===== src/rtl/control_pkg.sv =====
// Shared encodings for the multi-cycle control FSM: states, PC sources,
// instruction opcodes and ALU operations.
package control_pkg;

  typedef enum logic [2:0] {
    S_FETCH  = 3'd0,
    S_DECODE = 3'd1,
    S_EXEC   = 3'd2,
    S_MEM    = 3'd3,
    S_WB     = 3'd4,
    S_HALT   = 3'd5,
    S_FAULT  = 3'd6
  } state_e;

  localparam logic [1:0] PC_SRC_INC    = 2'd0;
  localparam logic [1:0] PC_SRC_BRANCH = 2'd1;
  localparam logic [1:0] PC_SRC_JUMP   = 2'd2;

  // Codes 13..15 are undefined.
  localparam logic [3:0] OP_ADD  = 4'd0;
  localparam logic [3:0] OP_SUB  = 4'd1;
  localparam logic [3:0] OP_AND  = 4'd2;
  localparam logic [3:0] OP_OR   = 4'd3;
  localparam logic [3:0] OP_XOR  = 4'd4;
  localparam logic [3:0] OP_ADDI = 4'd5;
  localparam logic [3:0] OP_ORI  = 4'd6;
  localparam logic [3:0] OP_LW   = 4'd7;
  localparam logic [3:0] OP_SW   = 4'd8;
  localparam logic [3:0] OP_BEQ  = 4'd9;
  localparam logic [3:0] OP_BNE  = 4'd10;
  localparam logic [3:0] OP_JUMP = 4'd11;
  localparam logic [3:0] OP_HALT = 4'd12;

  localparam logic [3:0] ALU_ADD = 4'd0;
  localparam logic [3:0] ALU_SUB = 4'd1;
  localparam logic [3:0] ALU_AND = 4'd2;
  localparam logic [3:0] ALU_OR  = 4'd3;
  localparam logic [3:0] ALU_XOR = 4'd4;

endpackage


===== src/rtl/control_decode.sv =====
// Combinational opcode classifier: instruction class flags plus the ALU
// operation and operand-B select used while the instruction executes.
module control_decode
  import control_pkg::*;
#(
  parameter int OPCODE_W = 4,
  parameter int ALU_OP_W = 4
) (
  input  logic [OPCODE_W-1:0] op,
  output logic                is_r,
  output logic                is_i,
  output logic                is_lw,
  output logic                is_sw,
  output logic                is_beq,
  output logic                is_bne,
  output logic                is_jump,
  output logic                is_halt,
  output logic                illegal,
  output logic [ALU_OP_W-1:0] alu_op,
  output logic                alu_src
);

  always_comb begin
    is_r    = 1'b0;
    is_i    = 1'b0;
    is_lw   = 1'b0;
    is_sw   = 1'b0;
    is_beq  = 1'b0;
    is_bne  = 1'b0;
    is_jump = 1'b0;
    is_halt = 1'b0;
    illegal = 1'b0;
    alu_op  = ALU_OP_W'(ALU_ADD);
    alu_src = 1'b0;
    case (op)
      OPCODE_W'(OP_ADD):  is_r = 1'b1;
      OPCODE_W'(OP_SUB):  begin is_r = 1'b1; alu_op = ALU_OP_W'(ALU_SUB); end
      OPCODE_W'(OP_AND):  begin is_r = 1'b1; alu_op = ALU_OP_W'(ALU_AND); end
      OPCODE_W'(OP_OR):   begin is_r = 1'b1; alu_op = ALU_OP_W'(ALU_OR);  end
      OPCODE_W'(OP_XOR):  begin is_r = 1'b1; alu_op = ALU_OP_W'(ALU_XOR); end
      OPCODE_W'(OP_ADDI): begin is_i = 1'b1; alu_src = 1'b1; end
      OPCODE_W'(OP_ORI):  begin is_i = 1'b1; alu_src = 1'b1; alu_op = ALU_OP_W'(ALU_OR); end
      OPCODE_W'(OP_LW):   begin is_lw = 1'b1; alu_src = 1'b1; end
      OPCODE_W'(OP_SW):   begin is_sw = 1'b1; alu_src = 1'b1; end
      OPCODE_W'(OP_BEQ):  begin is_beq = 1'b1; alu_op = ALU_OP_W'(ALU_SUB); end
      OPCODE_W'(OP_BNE):  begin is_bne = 1'b1; alu_op = ALU_OP_W'(ALU_SUB); end
      OPCODE_W'(OP_JUMP): is_jump = 1'b1;
      OPCODE_W'(OP_HALT): is_halt = 1'b1;
      default:            illegal = 1'b1;
    endcase
  end

endmodule


===== src/rtl/control_fsm.sv =====
// Multi-cycle control FSM: fetch/decode/execute/memory/writeback over one
// unified memory with mem_ready handshake, timeout/illegal faults and halt.
module control_fsm
  import control_pkg::*;
#(
  parameter int OPCODE_W    = 4,
  parameter int ALU_OP_W    = 4,
  parameter int STRICT      = 1,
  parameter int MEM_TIMEOUT = 15,
  parameter int CNT_W       = 16
) (
  input  logic                clk,
  input  logic                rst_n,
  input  logic [OPCODE_W-1:0] opcode,
  input  logic                stall,
  input  logic                zero,
  input  logic                mem_ready,
  input  logic                resume,
  output logic                ir_write,
  output logic                pc_write,
  output logic [1:0]          pc_src,
  output logic                iord,
  output logic                mem_read,
  output logic                mem_write,
  output logic                mem_to_reg,
  output logic                reg_write,
  output logic                alu_src,
  output logic [ALU_OP_W-1:0] alu_op,
  output logic                halt,
  output logic                fault,
  output logic [2:0]          state_o,
  output logic                retired,
  output logic [CNT_W-1:0]    retired_cnt
);

  localparam int WAIT_W = $clog2(MEM_TIMEOUT + 1);
  localparam logic [WAIT_W-1:0] WAIT_LAST = WAIT_W'(MEM_TIMEOUT - 1);

  state_e              state_q, state_d;
  logic [OPCODE_W-1:0] op_q, op_d, dec_op;
  logic [WAIT_W-1:0]   wait_q, wait_d;
  logic [CNT_W-1:0]    cnt_q, cnt_d;

  logic is_r, is_i, is_lw, is_sw, is_beq, is_bne, is_jump, is_halt, illegal;
  logic [ALU_OP_W-1:0] dec_alu_op;
  logic                dec_alu_src;

  logic ir_write_c, pc_write_c, iord_c, mem_read_c, mem_write_c;
  logic mem_to_reg_c, reg_write_c, alu_src_c, halt_c, fault_c, retired_c;
  logic [1:0]          pc_src_c;
  logic [ALU_OP_W-1:0] alu_op_c;

  // DECODE must act on the incoming opcode before it lands in op_q.
  assign dec_op = (state_q == S_DECODE) ? opcode : op_q;

  control_decode #(
    .OPCODE_W(OPCODE_W),
    .ALU_OP_W(ALU_OP_W)
  ) u_decode (
    .op      (dec_op),
    .is_r    (is_r),
    .is_i    (is_i),
    .is_lw   (is_lw),
    .is_sw   (is_sw),
    .is_beq  (is_beq),
    .is_bne  (is_bne),
    .is_jump (is_jump),
    .is_halt (is_halt),
    .illegal (illegal),
    .alu_op  (dec_alu_op),
    .alu_src (dec_alu_src)
  );

  always_comb begin
    state_d      = state_q;
    op_d         = op_q;
    wait_d       = wait_q;
    ir_write_c   = 1'b0;
    pc_write_c   = 1'b0;
    pc_src_c     = PC_SRC_INC;
    iord_c       = 1'b0;
    mem_read_c   = 1'b0;
    mem_write_c  = 1'b0;
    mem_to_reg_c = 1'b0;
    reg_write_c  = 1'b0;
    alu_src_c    = 1'b0;
    alu_op_c     = ALU_OP_W'(ALU_ADD);
    halt_c       = 1'b0;
    fault_c      = 1'b0;
    retired_c    = 1'b0;

    case (state_q)
      S_FETCH: begin
        mem_read_c = 1'b1;
        if (mem_ready) begin
          ir_write_c = 1'b1;
          pc_write_c = 1'b1;
          state_d    = S_DECODE;
        end else if (wait_q == WAIT_LAST) begin
          state_d = S_FAULT;
        end else begin
          wait_d = wait_q + WAIT_W'(1);
        end
      end
      S_DECODE: begin
        op_d = opcode;
        if (is_halt) begin
          state_d = S_HALT;
        end else if (is_jump) begin
          pc_write_c = 1'b1;
          pc_src_c   = PC_SRC_JUMP;
          retired_c  = 1'b1;
          state_d    = S_FETCH;
        end else if (illegal) begin
          if (STRICT != 0) begin
            state_d = S_FAULT;
          end else begin
            retired_c = 1'b1;
            state_d   = S_FETCH;
          end
        end else begin
          state_d = S_EXEC;
        end
      end
      S_EXEC: begin
        alu_op_c  = dec_alu_op;
        alu_src_c = dec_alu_src;
        if (is_lw || is_sw) begin
          state_d = S_MEM;
        end else if (is_beq || is_bne) begin
          pc_write_c = is_beq ? zero : !zero;
          pc_src_c   = PC_SRC_BRANCH;
          retired_c  = 1'b1;
          state_d    = S_FETCH;
        end else if (is_r || is_i) begin
          state_d = S_WB;
        end else begin
          state_d = S_FAULT;
        end
      end
      S_MEM: begin
        // ALU controls stay applied so the unregistered address remains valid.
        alu_op_c    = dec_alu_op;
        alu_src_c   = dec_alu_src;
        iord_c      = 1'b1;
        mem_read_c  = is_lw;
        mem_write_c = is_sw;
        if (mem_ready) begin
          if (is_lw) begin
            state_d = S_WB;
          end else begin
            retired_c = 1'b1;
            state_d   = S_FETCH;
          end
        end else if (wait_q == WAIT_LAST) begin
          state_d = S_FAULT;
        end else begin
          wait_d = wait_q + WAIT_W'(1);
        end
      end
      S_WB: begin
        alu_op_c     = dec_alu_op;
        alu_src_c    = dec_alu_src;
        reg_write_c  = 1'b1;
        mem_to_reg_c = is_lw;
        retired_c    = 1'b1;
        state_d      = S_FETCH;
      end
      S_HALT: begin
        halt_c = 1'b1;
        if (resume) begin
          state_d = S_FETCH;
        end
      end
      S_FAULT: fault_c = 1'b1;
      default: state_d = S_FAULT;
    endcase

    if ((state_d != state_q) && (state_d == S_FETCH || state_d == S_MEM)) begin
      wait_d = '0;
    end

    // A stall freezes the sequence; a request seen during it is re-issued later.
    if (stall && state_q != S_HALT && state_q != S_FAULT) begin
      state_d     = state_q;
      op_d        = op_q;
      wait_d      = wait_q;
      ir_write_c  = 1'b0;
      pc_write_c  = 1'b0;
      reg_write_c = 1'b0;
      mem_read_c  = 1'b0;
      mem_write_c = 1'b0;
      retired_c   = 1'b0;
    end

    cnt_d = cnt_q + CNT_W'(retired_c);
  end

  always_ff @(posedge clk or negedge rst_n) begin
    if (!rst_n) begin
      state_q <= S_FETCH;
      op_q    <= '0;
      wait_q  <= '0;
      cnt_q   <= '0;
    end else begin
      state_q <= state_d;
      op_q    <= op_d;
      wait_q  <= wait_d;
      cnt_q   <= cnt_d;
    end
  end

  assign ir_write    = rst_n & ir_write_c;
  assign pc_write    = rst_n & pc_write_c;
  assign pc_src      = rst_n ? pc_src_c : 2'd0;
  assign iord        = rst_n & iord_c;
  assign mem_read    = rst_n & mem_read_c;
  assign mem_write   = rst_n & mem_write_c;
  assign mem_to_reg  = rst_n & mem_to_reg_c;
  assign reg_write   = rst_n & reg_write_c;
  assign alu_src     = rst_n & alu_src_c;
  assign alu_op      = rst_n ? alu_op_c : '0;
  assign halt        = rst_n & halt_c;
  assign fault       = rst_n & fault_c;
  assign state_o     = rst_n ? state_q : 3'd0;
  assign retired     = rst_n & retired_c;
  assign retired_cnt = rst_n ? cnt_q : '0;

endmodule


===== config.mk =====
export PLATFORM = sky130hd
export DESIGN_NAME = control_fsm
export DESIGN_NICKNAME = d
export VERILOG_FILES = /design/src/rtl/control_pkg.sv /design/src/rtl/control_decode.sv /design/src/rtl/control_fsm.sv
export SDC_FILE = /design/constraint.sdc
export NUM_CORES = 1
export LEC_CHECK = 0
export CORE_MARGIN = 3
export CORE_UTILIZATION = 54
export CTS_BUF_LIST = sky130_fd_sc_hd__clkbuf_16
export CTS_CLUSTER_DIAMETER = 60
export DETAILED_ROUTE_END_ITERATION = 7
export GPL_TIMING_DRIVEN = 0
export PLACE_DENSITY = 0.82
export SLEW_MARGIN = 15
export SYNTH_ARGS = -nofsm -noshare
export SYNTH_HDL_FRONTEND = slang
export SYNTH_HIERARCHICAL = 1
export SYNTH_SLANG_ARGS = --single-unit

===== constraint.sdc =====
create_clock -name clk -period 8.4 [get_ports clk]
set_input_delay 1.68 -clock clk [delete_from_list [all_inputs] [get_ports clk]]
set_output_delay 1.68 -clock clk [all_outputs]
set_load 0.05 [all_outputs]

==> results.py, run 1 <==
metrics = {
    "status": {
        "outcome": "complete, no violations",
    },
    "floorplanning": {
        "io_pins": 46,
        "fp.dieW_um": 67.14,
        "start_util_pct": 58.19,
        "fp.dieArea_um2": 4507,
        "rows": 21,
        "core_area_um2": 3468,
        "die_y_um": 67.14,
    },
    "power": {
        "swShare_pct": 47.15,
        "p_switching_uw": 373.4,
        "seqPwrFrac_pct": 23.3,
        "ir_worst_vdd_mv": 0.1478,
        "p_per_area_nw_per_um2": 305.3,
        "p_clk_share_pct": 14.2,
        "intPower_uw": 418.5,
        "p_comb_share_pct": 62.5,
        "power_uw": 791.9,
        "p_leak_nw": 1.126,
    },
    "global_routing": {
        "overflow": 0,
        "antenna_found_initial": 0,
        "grt_max_degree": 35,
        "grt_pass1_vias": 1847,
        "grt_pass1_wl_um": 8176,
        "grtUsageTotal_pct": 23.37,
    },
    "sta": {
        "fin_crit_ns": 6.242,
        "rsz0062_at_grt": "no",
        "drv_slew": 0,
        "worst_pin_slew_ns": 0.7089,
        "hold_viol": 0,
        "max_slew_margin_pct": 52.74,
        "timing.final.crit_share_pct": 74.31,
        "finalSetupViolCount": 0,
        "fmax_mhz": 160.2,
        "fin_skew_ns": 0.002168,
        "setup_tns_ns": 0,
    },
    "clock_tree": {
        "cts_tree": "built",
        "clk_pin_slew_ns": 0.07,
        "postCtsSetupBuffers": 0,
        "cts_resized": 0,
        "root_buffer": "clkbuf_16",
        "cts_inserted_buffers": 3,
        "clock_sinks": 27,
        "clockBufferDepth": 2,
        "htreeDepth": 1,
        "cts_hold_buf": 0,
        "insertion_delay_ns": 0.27,
    },
    "logic_synthesis": {
        "ys_top_cells_by_count": "dfrtp_1 (27), nor2_1 (27), and2_1 (26)",
        "synth.cell_area_um2": 2018,
        "synth_seq_cells": 27,
        "yosysWarnings": 6,
        "syn-instance-count": 232,
        "async_flop_share_pct": 100.0,
        "synth_top_cell_area_share_pct": 33.48,
        "synth_area_leader_cell": "dfrtp_1",
        "synth.distinct_cells": 50,
        "synth_ff_type": "dfrtp_1",
        "syn_area_per_cell_um2": 8.699,
        "synthesis.nets": 246,
        "synth-edff-count": 0,
        "synth-seq-area-share_pct": 33.48,
        "synth_top_cells_by_area": "dfrtp_1 (33%), and2_1 (8.1%), xnor2_1 (5.6%)",
    },
    "critical_path": {
        "crit_buf_inv": 3,
        "worstPathArrival_ns": 4.56,
        "cp_common_cell": "nor2_1",
        "critical_path.max_fanout": 9,
        "crit_family": "buffers and inverters",
        "endpoint_kind": "output pin",
        "startpoint_type": "input port",
        "max_stage_delay_ns": 0.80,
        "critPathKind": "in -> out",
        "crit_slowest_cell": "clkdlybuf4s50_1",
        "crit_required_ns": 6.72,
        "cp_cell_sequence": "clkdlybuf4s50_1, mux2_2, buf_2, nand2b_1, nor2_1, nor2_1, nand2_1, nor2_1, o31a_1, and2_1, clkdlybuf4s50_1",
    },
    "cells_and_area": {
        "insertedDiodeCount": 0,
        "final_nets": 295,
        "syn_to_final_growth_pct": 28.52,
        "fill_cells": 294,
        "final_layout_size_suffix_gt1_share_pct": 9.286,
        "final_area_um2": 2594,
        "fin_util_pct": 74.78,
    },
    "placed_design": {
        "dp_hpwl_um": 3475,
        "port_buffers": 44,
        "place_congestion": 0.8821,
        "placed_cell_area_um2": 2511,
    },
    "job": {
        "drv_cap": 0,
    },
    "drt": {
        "post-route-drc-count": 0,
        "drtIter0Drc": 159,
        "viasPerCell": 5.626,
        "ant_nets": 0,
        "num_vias": 1834,
        "routedWlPerCell_um": 14.47,
        "routed_wl_um": 4717,
        "firstDrtPassIters": 4,
    },
    "worst_hold_path": {
        "min_path_type": "reg -> reg",
    },
}
[area by class of cell]
type,count,area (um2),area share [%]
buffer,12,70.07,2.701
clock buffer,3,75.07,2.894
clock inverter,1,7.507,0.2894
inverter,6,22.52,0.8683
multi-input combinational,187,1250,48.19
sequential,27,675.6,26.05
tap,46,57.56,2.219
timing repair buffer,44,435.4,16.79
[worst paths after layout]
path,cells after the start,to,slack [ns],from
max,11,retired,2.16,opcode[2]
min,1,cnt_q[15],0.48,cnt_q[15]
max reg2reg,15,cnt_q[14],4.78,state_q[1]
min reg2reg,1,cnt_q[15],0.48,cnt_q[15]
max in group asynchronous,1,op_q[0],6.48,rst_n
min in group asynchronous,1,wait_q[1],1.46,rst_n
[state kept, by name (all words and copies together) (netlist names)]
signal   count
wait_q       4
cnt_q       16
op_q         4
state_q      3
[layout by cell type (no fill, tap or decap), types with 4 or more instances in the layout]
master / instances
clkdlybuf4s50_1: 43
dfrtp_1: 27
inv_1: 6
ha_1: 4
buf_2: 6
nand4_1: 5
nor2_1: 27
xor2_1: 8
nor2b_1: 4
nand3_1: 6
a21oi_1: 11
xnor2_1: 13
and2_1: 26
mux2_2: 9
clkbuf_1: 4
and3_1: 11
nand2b_1: 4
nand2_1: 17
[kinds of logic (layout without fill, tap and decap cells)]
kind of cell,after synthesis,in the layout,share of synthesized area [%]
flops,27,27,33.48
xor+xnor,21,21,9.114
simple gates,117,117,32.49
other cells,1,1,0.1858
mux,11,11,6.014
fa+ha+maj,4,4,2.480
buf+inv,18,66,4.587
compound gates,33,33,11.66
[power groups by stage]
stage                     registers (mW)  logic (mW)  clock network (mW)
final                              0.184       0.495               0.112
after floorplan                    0.181       0.380                   0
after global routing               0.189       0.542               0.120
after global placement             0.186       0.479                   0
after detailed placement           0.187       0.485                   0
after CTS                          0.185       0.490               0.113
[per-layer routing]
metal  routed length [um]  track usage (%)  share of wire (%)  up-vias
met5                    0                0                  0        -
met4                   51            7.848                1.1        0
met3                  282            4.825                6.0        6
met2                 2258            38.04                 48       67
met1                 2124            30.92                 45      856
li1                     -                -                  -      905
[metrics by stage]
| stage | cells | worst slack, ns | hold WS (ns) |
|---|---|---|---|
| 2_1_floorplan | 232 | 2.875 | 0.4375 |
| 4_1_cts | 326 | 2.208 | 0.4740 |
| 5_1_grt | 326 | 2.033 | 0.5058 |
| 3_5_place_dp | 322 | 2.224 | 0.4578 |
| 6_report | 326 | 2.158 | 0.4795 |
| 3_3_place_gp | 322 | 2.138 | 0.4612 |
Note: power is estimated with default switching activity, not from simulation.
==> run 2, diff against run 1 <==
--- a/config.mk
+++ b/config.mk
@@ -6,12 +6,12 @@
 export NUM_CORES = 1
 export LEC_CHECK = 0
 export CORE_MARGIN = 3
-export CORE_UTILIZATION = 54
+export CORE_UTILIZATION = 51
 export CTS_BUF_LIST = sky130_fd_sc_hd__clkbuf_16
 export CTS_CLUSTER_DIAMETER = 60
 export DETAILED_ROUTE_END_ITERATION = 7
 export GPL_TIMING_DRIVEN = 0
-export PLACE_DENSITY = 0.82
+export PLACE_DENSITY = 0.78
 export SLEW_MARGIN = 15
 export SYNTH_ARGS = -nofsm -noshare
 export SYNTH_HDL_FRONTEND = slang
==> constraint.sdc (replaced) <==
create_clock -name clk -period 5.83 [get_ports clk]
set_input_delay 1.166 -clock clk [delete_from_list [all_inputs] [get_ports clk]]
set_output_delay 1.166 -clock clk [all_outputs]
set_load 0.05 [all_outputs]
==> run 2 against run 1 <==
Against the previous run:
- register-to-register slack worse by 2.6 ns
- die area up 5.3%
- core utilization down 5.4 points
- count of clock-buffer cells in the layout unchanged
- critical path type unchanged
- largest cell class unchanged
- highest routed layer unchanged
==> results.py, run 2 (synthesis results as in run 1) <==
metrics = {
    "placed_design": {
        "place_congestion": 0.9384,
        "port_buffers": 44,
        "numPlacedInstances": 324,
        "dp_hpwl_um": 3631,
    },
    "floorplanning": {
        "core_area_um2": 3744,
        "fp.dieArea_um2": 4748,
        "start_util_pct": 53.91,
        "fp.dieW_um": 68.91,
        "io_pins": 46,
        "die_y_um": 68.91,
        "rows": 22,
    },
    "cells_and_area": {
        "largest_reg_flops": 16,
        "fin_util_pct": 69.35,
        "multi_input_area_um2": 1250,
        "syn_to_final_growth_pct": 28.64,
        "fill_cells": 328,
        "largest-register": "cnt_q",
        "final_layout_size_suffix_gt1_share_pct": 9.286,
        "insertedDiodeCount": 0,
        "final_nets": 295,
        "regArea_um2": 675.6,
        "fin_cells": 328,
        "final_common_cell": "clkdlybuf4s50_1",
        "top_regs": "cnt_q: 16 flops, op_q: 4 flops, wait_q: 4 flops",
        "final_cell_mix": "clkdlybuf4s50_1 (43), nor2_1 (27), dfrtp_1 (27), and2_1 (26), nand2_1 (17)",
    },
    "sta": {
        "fin_crit_ns": 5.294,
        "timing.final.crit_share_pct": 90.80,
        "setup_tns_ns": 0,
        "fin_skew_ns": 0.005210,
        "max_slew_margin_pct": 52.20,
        "finalSetupViolCount": 0,
        "rsz0062_at_grt": "no",
        "fmax_mhz": 188.9,
        "worst_pin_slew_ns": 0.7171,
        "drv_slew": 0,
        "hold_viol": 0,
    },
    "critical_path": {
        "worstPathArrival_ns": 4.13,
        "endpoint_kind": "output pin",
        "cp_cell_sequence": "clkdlybuf4s50_1, mux2_2, buf_2, nand2b_1, nor2_1, nor2_1, nand2_1, nor2_1, o31a_1, and2_1, clkdlybuf4s50_1",
        "critPathKind": "in -> out",
        "crit_required_ns": 4.66,
        "ff2ff_path_depth": 15,
        "crit_slowest_cell": "clkdlybuf4s50_1",
        "critPathLaunch": "opcode[2]",
        "startpoint_type": "input port",
        "r2r-end": "cnt_q[15]",
        "critical_path.max_fanout": 9,
        "cp_common_cell": "nor2_1",
        "r2r_start": "state_q[1]",
        "max_stage_delay_ns": 0.80,
        "r2r_setup_slack_ns": 2.15,
        "critPathCapture": "retired",
    },
    "global_routing": {
        "grtUsageTotal_pct": 22.44,
        "overflow": 0,
        "grt_pass1_vias": 1750,
        "antenna_found_initial": 0,
        "grt_max_degree": 35,
        "grt_pass1_wl_um": 8114,
    },
    "clock_tree": {
        "htreeDepth": 1,
        "cts_inserted_buffers": 3,
        "clk_pin_slew_ns": 0.06,
        "clockBufferDepth": 2,
        "root_buffer": "clkbuf_16",
        "cts_resized": 0,
        "postCtsSetupBuffers": 0,
        "cts_hold_buf": 0,
        "cts_tree": "built",
        "clock_sinks": 27,
        "insertion_delay_ns": 0.26,
    },
    "drt": {
        "routed_wl_um": 4905,
        "drtIter0Drc": 179,
        "post-route-drc-count": 0,
        "viasPerCell": 5.549,
        "firstDrtPassIters": 4,
        "routedWlPerCell_um": 14.95,
        "ant_nets": 0,
        "num_vias": 1820,
    },
    "power": {
        "ir_worst_vdd_mv": 0.2572,
        "p_leak_nw": 1.126,
        "p_per_area_nw_per_um2": 439.9,
        "p_switching_uw": 538.8,
        "p_comb_share_pct": 62.6,
        "p_clk_share_pct": 13.9,
        "swShare_pct": 47.18,
        "intPower_uw": 603.2,
        "seqPwrFrac_pct": 23.4,
    },
    "job": {
        "drv_cap": 0,
    },
    "worst_hold_path": {
        "min_path_type": "reg -> reg",
    },
    "status": {
        "outcome": "complete, no violations",
    },
}
==> run 2: cell counts in the layout (fill, tap and decap cells not counted) <==
No cell type changed its count.
==> run 2: per-stage QoR <==
step	cell area [um2]	hold slack, ns	total power [mW]	setup slack (ns)
after floorplan	2018	0.4375	0.8071	1.333
after global placement	2519	0.4621	0.9578	0.6375
after detailed placement	2514	0.4626	0.9736	0.6286
after CTS	2596	0.4935	1.136	0.5948
after global routing	2596	0.5134	1.222	0.4156
final	2596	0.4875	1.142	0.5364
==> run 2: worst min-delay path by stage <==
| stage | to | start | slack, ns | cells past startpoint |
|---|---|---|---|---|
| 3_5_place_dp | cnt_q[15] | cnt_q[15] | 0.46 | 1 |
| 6_report | cnt_q[6] | cnt_q[6] | 0.49 | 1 |
| 2_1_floorplan | cnt_q[15] | cnt_q[15] | 0.44 | 1 |
| 5_1_grt | cnt_q[6] | cnt_q[6] | 0.51 | 1 |
| 3_3_place_gp | cnt_q[15] | cnt_q[15] | 0.46 | 1 |
| 4_1_cts | cnt_q[6] | cnt_q[6] | 0.49 | 1 |
==> run 2: cell type report <==
| type | count | area share [%] |
|---|---|---|
| tap | 48 | 2.313 |
| multi-input combinational | 187 | 48.14 |
| sequential | 27 | 26.02 |
| buffer | 12 | 2.699 |
| inverter | 6 | 0.8675 |
| clock inverter | 1 | 0.2892 |
| timing repair buffer | 44 | 16.77 |
| clock buffer | 3 | 2.892 |
==> run 2: critical path, delay by kind of cell <==
kind | cells | cell delay (ns)
AO/OA/AOI/OAI | 1 | 0.21
buffers and inverters | 3 | 1.39
multiplexers | 1 | 0.27
AND/OR/NAND/NOR | 6 | 1.10
==> run 2: power by group through the flow <==
stage	Clock, mW	Sequential [mW]	Combinational (mW)
floorplan	0	0.260	0.547
global placement	0	0.266	0.691
detailed placement	0	0.270	0.704
CTS	0.162	0.266	0.708
global route	0.167	0.273	0.782
finish	0.159	0.268	0.715
==> run 2: per-layer routing <==
| metal | vias up | GRT usage [%] | routed length [um] |
|---|---|---|---|
| li1 | 907 | - | - |
| met1 | 847 | 30.31 | 2222 |
| met2 | 54 | 35.83 | 2344 |
| met3 | 12 | 3.566 | 235 |
| met4 | 0 | 9.002 | 103 |
| met5 | - | 0 | 0 |
